`config.mk`:
```
export PLATFORM = sky130hd
export DESIGN_NAME = instr_fetch_flat
export DESIGN_NICKNAME = d
export VERILOG_FILES = /design/src/rtl/instr_fetch_if.sv /design/src/rtl/instr_fetch.sv /design/src/flat_wrapper.sv
export SDC_FILE = /design/constraint.sdc
export NUM_CORES = 1
export LEC_CHECK = 0
export CORE_MARGIN = 4
export CORE_UTILIZATION = 40
export DETAILED_ROUTE_END_ITERATION = 8
export GPL_TIMING_DRIVEN = 0
export PLACE_DENSITY = 0.74
export SYNTH_ARGS = -nofsm -noshare
export SYNTH_HDL_FRONTEND = slang
export SYNTH_SLANG_ARGS = --single-unit
```
`constraint.sdc`:
```
create_clock -name clk -period 2.39 [get_ports clk]
set_clock_uncertainty 0.1 [all_clocks]
set_input_delay 0.717 -clock clk [delete_from_list [all_inputs] [get_ports clk]]
set_output_delay 0.717 -clock clk [all_outputs]
set_load 0.01 [all_outputs]
```
`src/rtl/instr_fetch_if.sv`:
```
// instr_fetch_if: memory read port, decode handshake and redirect of the fetch unit.
interface instr_fetch_if;
    logic        redirect;
    logic [31:0] redirect_pc;
    logic        mem_req;
    logic [31:0] mem_addr;
    logic        mem_gnt;
    logic        mem_rvalid;
    logic [31:0] mem_rdata;
    logic        instr_valid;
    logic        instr_ready;
    logic [31:0] instr;
    logic [31:0] instr_pc;

    modport master (
        input  redirect, redirect_pc, mem_gnt, mem_rvalid, mem_rdata, instr_ready,
        output mem_req, mem_addr, instr_valid, instr, instr_pc
    );

    modport slave (
        output redirect, redirect_pc, mem_gnt, mem_rvalid, mem_rdata, instr_ready,
        input  mem_req, mem_addr, instr_valid, instr, instr_pc
    );
endinterface

```
`src/rtl/instr_fetch.sv`:
```
// instr_fetch: fetch pointer, single-outstanding imem reads, and a small {pc, word} FIFO toward decode.
module instr_fetch #(
    parameter int          DEPTH    = 2,
    parameter logic [31:0] RESET_PC = 32'h0
) (
    input logic         clk,
    input logic         n_rst,
    instr_fetch_if.master bus
);
    localparam int AW = $clog2(DEPTH);
    localparam logic [AW:0] FULL = (AW+1)'(DEPTH);
    localparam logic [1:0] IDLE = 2'd0, REQ = 2'd1, WAIT = 2'd2, DROP = 2'd3;

    logic [1:0]    state, state_nxt;
    logic [31:0]   fpc, issued_pc;
    logic [AW:0]   count, count_nxt;
    logic [AW-1:0] rd_ptr, wr_ptr;
    logic [31:0]   word_mem [DEPTH];
    logic [31:0]   pc_mem [DEPTH];
    logic          push, pop, outstanding;

    assign bus.mem_req     = state == REQ;
    assign bus.mem_addr    = fpc;
    assign bus.instr_valid = count != '0;
    assign bus.instr       = word_mem[rd_ptr];
    assign bus.instr_pc    = pc_mem[rd_ptr];

    assign push      = state == WAIT && bus.mem_rvalid && !bus.redirect;
    assign pop       = bus.instr_valid && bus.instr_ready && !bus.redirect;
    assign count_nxt = count + (AW+1)'(push) - (AW+1)'(pop);
    // A response is still owed by memory and must be swallowed after a redirect.
    assign outstanding = (state == WAIT && !bus.mem_rvalid) || (state == REQ && bus.mem_gnt) ||
                         (state == DROP && !bus.mem_rvalid);

    assign state_nxt = bus.redirect   ? (outstanding ? DROP : REQ) :
                       state == IDLE  ? (count < FULL ? REQ : IDLE) :
                       state == REQ   ? (bus.mem_gnt ? WAIT : REQ) :
                       state == WAIT  ? (bus.mem_rvalid ? (count_nxt < FULL ? REQ : IDLE) : WAIT) :
                                        (bus.mem_rvalid ? REQ : DROP);

    always_ff @(posedge clk or negedge n_rst) begin
        if (!n_rst) begin
            state     <= IDLE;
            fpc       <= RESET_PC;
            issued_pc <= RESET_PC;
            count     <= '0;
            rd_ptr    <= '0;
            wr_ptr    <= '0;
            for (int i = 0; i < DEPTH; i++) begin
                word_mem[i] <= '0;
                pc_mem[i]   <= '0;
            end
        end else begin
            state <= state_nxt;
            if (bus.redirect) begin
                fpc    <= bus.redirect_pc & ~32'h3;
                count  <= '0;
                rd_ptr <= '0;
                wr_ptr <= '0;
            end else begin
                if (state == REQ && bus.mem_gnt) begin
                    issued_pc <= fpc;
                    fpc       <= fpc + 32'd4;
                end
                if (push) begin
                    word_mem[wr_ptr] <= bus.mem_rdata;
                    pc_mem[wr_ptr]   <= issued_pc;
                    wr_ptr           <= wr_ptr + 1'b1;
                end
                if (pop)
                    rd_ptr <= rd_ptr + 1'b1;
                count <= count_nxt;
            end
        end
    end
endmodule

```
`src/flat_wrapper.sv`:
```
// flat-port wrapper written by rule: the top's interface ports become plain ports
module instr_fetch_flat 
#(
    parameter int          DEPTH    = 2,
    parameter logic [31:0] RESET_PC = 32'h0
)
  (clk, n_rst, bus_redirect, bus_redirect_pc, bus_mem_gnt, bus_mem_rvalid, bus_mem_rdata, bus_instr_ready, bus_mem_req, bus_mem_addr, bus_instr_valid, bus_instr, bus_instr_pc);
  instr_fetch_if bus_i ();
  input logic clk;
  input logic n_rst;
  input wire logic [$bits(bus_i.redirect)-1:0] bus_redirect;
  input wire logic [$bits(bus_i.redirect_pc)-1:0] bus_redirect_pc;
  input wire logic [$bits(bus_i.mem_gnt)-1:0] bus_mem_gnt;
  input wire logic [$bits(bus_i.mem_rvalid)-1:0] bus_mem_rvalid;
  input wire logic [$bits(bus_i.mem_rdata)-1:0] bus_mem_rdata;
  input wire logic [$bits(bus_i.instr_ready)-1:0] bus_instr_ready;
  output wire logic [$bits(bus_i.mem_req)-1:0] bus_mem_req;
  output wire logic [$bits(bus_i.mem_addr)-1:0] bus_mem_addr;
  output wire logic [$bits(bus_i.instr_valid)-1:0] bus_instr_valid;
  output wire logic [$bits(bus_i.instr)-1:0] bus_instr;
  output wire logic [$bits(bus_i.instr_pc)-1:0] bus_instr_pc;
  assign bus_i.redirect = bus_redirect;
  assign bus_i.redirect_pc = bus_redirect_pc;
  assign bus_i.mem_gnt = bus_mem_gnt;
  assign bus_i.mem_rvalid = bus_mem_rvalid;
  assign bus_i.mem_rdata = bus_mem_rdata;
  assign bus_i.instr_ready = bus_instr_ready;
  assign bus_mem_req = bus_i.mem_req;
  assign bus_mem_addr = bus_i.mem_addr;
  assign bus_instr_valid = bus_i.instr_valid;
  assign bus_instr = bus_i.instr;
  assign bus_instr_pc = bus_i.instr_pc;
  instr_fetch #(.DEPTH(DEPTH), .RESET_PC(RESET_PC)) u_core (.clk(clk), .n_rst(n_rst), .bus(bus_i));
endmodule
```
==> results.cfg <==
[cts]
cts-root-buf = clkbuf_16
cts.clk_slew.worst_paths_ns = 0.07
insertion_delay_ns = 0.42
cts_num_sinks = 190
cts_inserted_buffers = 17
cts_tree = yes
clockBufferDepth = 2
holdBufCountCts = 0
h-tree-depth = 4

[routing]
ant_nets = 0
remaining_drc_errors = 0
wl_mm = 21.0
vias = 5843
dr.pass1.iters = 4
wire_per_inst_um = 18.7
drt-initial-drc-count = 200
vias_per_cell = 5.22

[yosys]
synth_top_cells_by_count = mux2_2 (212), dfrtp_1 (190), nand2_1 (34), clkbuf_1 (20)
yosysWarnings = 0
synthFlopType = dfrtp_1
synth-edff-count = 0
yosysSeqAreaShare_pct = 55.6
yosys.area.top_type = dfrtp_1
ys_top_cells_by_area = dfrtp_1 (56%), mux2_2 (28%), nand2_1 (1.5%)
syn_area_um2 = 8560
async_flop_share_pct = 100
post-synth-top-count-cell = mux2_2
syn_avg_cell_area_um2 = 13.4
synth_top_cell_area_share_pct = 55.6
ys_types = 48
netlist_instances = 638
ys_ff_latch = 190

[min_path]
hold_class = input port to async pin

[place]
port_buffers = 160
place_area_um2 = 10600
dpl.hpwl_mm = 14.5
pre_cts_ws_ns = -0.906
dp.cells = 1077
gp_congestion = 0.826

[global_routing]
grt_max_degree = 116
grt_overflow = 0
grt_pass1_wl_mm = 33.5
grt_pass1_vias = 5942
grtUsageTotal_pct = 17.6
antenna_found_initial = 1

[worst_setup_path]
critPathMaxFanout = 8
r2r_end = u_core.state[0]$_DFF_PN0_
worstSetupStartpointType = flip-flop
cp_data_required_time_ns = 1.57
critPathArrivalTime_ns = 1.68
path_class = flip-flop to output pin
slowest_delay_ns = 0.41
crit_family = buffers and inverters
regToRegSetupSlack_ns = 0.12
crit_path_end_kind = output pin
r2r_cells = 10
crit_buf_inv = 4
crit_chain = buf_12 > buf_8 > clkbuf_16 > mux2_4 > buf_6
r2r-start = u_core.count[1]$_DFF_PN0_
crit_path_top_delay_cell = dfrtp_2

[floorplan]
core_um2 = 21000
placementRows = 53
dieHeight_um = 154
fp.dieArea_um2 = 23800
fp.dieW_um = 154
io_pins = 168
start_util_pct = 40.7

[power_and_ir_drop]
power.leakage_nw = 5.25
p_per_area_nw_per_um2 = 886
totalPowerFinal_mw = 10.2
vdd_drop_max_uv = 489

[timing]
worst_slack_ns = -0.111
fin_crit_ns = 2.50
clock.fmax_mhz = 400
drv_slew = 0
tightest_slew_ns = 0.675
rsz0062_at_grt = true
setup_violations = 54
relSlewSlack_pct = 55.0
hold_viol_final = 0
period_share_pct = 105

[flow_run]
max_cap_viol_count = 0

[final_layout]
drive_above_1_share_pct = 44.5
syn_to_final_growth_pct = 34.6
design_area_um2 = 11500
fin_cells = 1119
nNetsFinal = 906
nFillCells = 1790
num_antenna_cells = 0

[status]
outcome = finished, violations left
violations = setup timing
-- placed cells by master (no fill, tap or decap), types with 4 or more instances in the layout --
master and count:
conb_1 4, or4_1 14, dfrtp_2 9, xnor2_1 4, clkbuf_2 11, o31ai_1 10, clkbuf_1 6, mux2_4 12
buf_2 14, nand3_1 9, nor2_1 19, mux2_1 4, or3_1 5, buf_6 52, nand4_1 9, o21ai_0 18
a31oi_1 14, xor2_1 9, mux2_2 200, buf_4 8, clkdlybuf4s50_1 94, and3_1 5, dfrtp_1 181, inv_6 4
clkbuf_8 6, clkbuf_4 6, clkbuf_16 20, buf_12 4, inv_1 5, buf_8 4, nand2_1 32
-- state kept, by name, indices dropped and copies added (netlist names) --
signal and count:
u_core.state 2, u_core.word_mem 64, u_core.issued_pc 30, u_core.rd_ptr 1, u_core.pc_mem 60, u_core.wr_ptr 1
u_core.count 2, u_core.bus.mem_addr 30
-- what timing repair did --
action                                  in CTS  in global routing
endpoints found under the setup margin     191                122
cloned                                       1                  1
setup buffers                                4                  9
pin swaps                                    1                  0
resized for setup                          305                 66
-- final cells by class --
class                           instances  area [um2]  area share [%]
Buffer                                 38         334            2.90
Multi-Input combinational cell        405        3660            31.7
Timing Repair Buffer                  176        1800            15.6
Inverter                                5        18.8           0.163
Clock buffer                           19         443            3.84
Clock inverter                         11         158            1.37
Tap cell                              275         344            2.99
Sequential cell                       190        4770            41.4
-- cell families (layout without fill, tap and decap cells) --
group,after synthesis,in the layout,share of synthesized area [%]
flops,190,190,55.6
buf+inv,46,249,2.70
simple gates,115,115,7.47
other cells,1,4,0.0438
compound gates,52,52,3.82
fa+ha+maj,3,3,0.439
mux,217,217,28.5
xor+xnor,14,14,1.43
-- report_power, final --
group | total (mW) | switching, mW | internal [mW]
logic | 2.89 | 1.10 | 1.78
clock network | 2.94 | 1.26 | 1.69
registers | 4.39 | 0.467 | 3.92
total | 10.2 | 2.82 | 7.39
-- worst max-delay path by stage --
stage	from	endpoint	slack [ns]	cells past startpoint
4_1_cts	u_core.rd_ptr$_DFFE_PN0P_	bus_instr[1]	-0.20	4
3_5_place_dp	bus_mem_rvalid	u_core.word_mem[54]$_DFFE_PN0P_	-0.91	5
3_3_place_gp	n_rst	u_core.pc_mem[40]$_DFFE_PN0P_	-7.49	1
6_report	u_core.rd_ptr$_DFFE_PN0P_	bus_instr[6]	-0.11	5
2_1_floorplan	bus_redirect	u_core.state[0]$_DFF_PN0_	-0.08	11
5_1_grt	u_core.rd_ptr$_DFFE_PN0P_	bus_instr[6]	-0.16	5
-- stage by stage --
| stage | hold WS (ns) | setup TNS, ns | utilization [%] |
|---|---|---|---|
| CTS | 0.178 | -4.03 | 54.1 |
| finish | 0.163 | -2.40 | 54.8 |
| floorplan | 0.321 | -0.0784 | - |
| global route | 0.195 | -5.40 | 54.8 |
| detailed placement | 0.376 | -149.31 | 50.4 |
| global placement | 0.366 | -1563.72 | 50.2 |
-- worst register-to-register path, delay by kind of cell, from the launching register on --
family,cells,cell delay (ns)
and+or+nand+nor,3,0.53
AOI/OAI and AO/OA,3,0.48
adders and majority gates,2,0.44
DFF,1,0.42
xor gates and xnor gates,1,0.16
buffers and inverters,1,0.04
-- metal layers --
layer  global-route usage (%)  wire length [um]
met1                     24.1              9470
met2                     27.7              9800
met3                     4.92              1270
met4                     4.88               400
met5                        0                13
(Power assumes the default switching activity.)
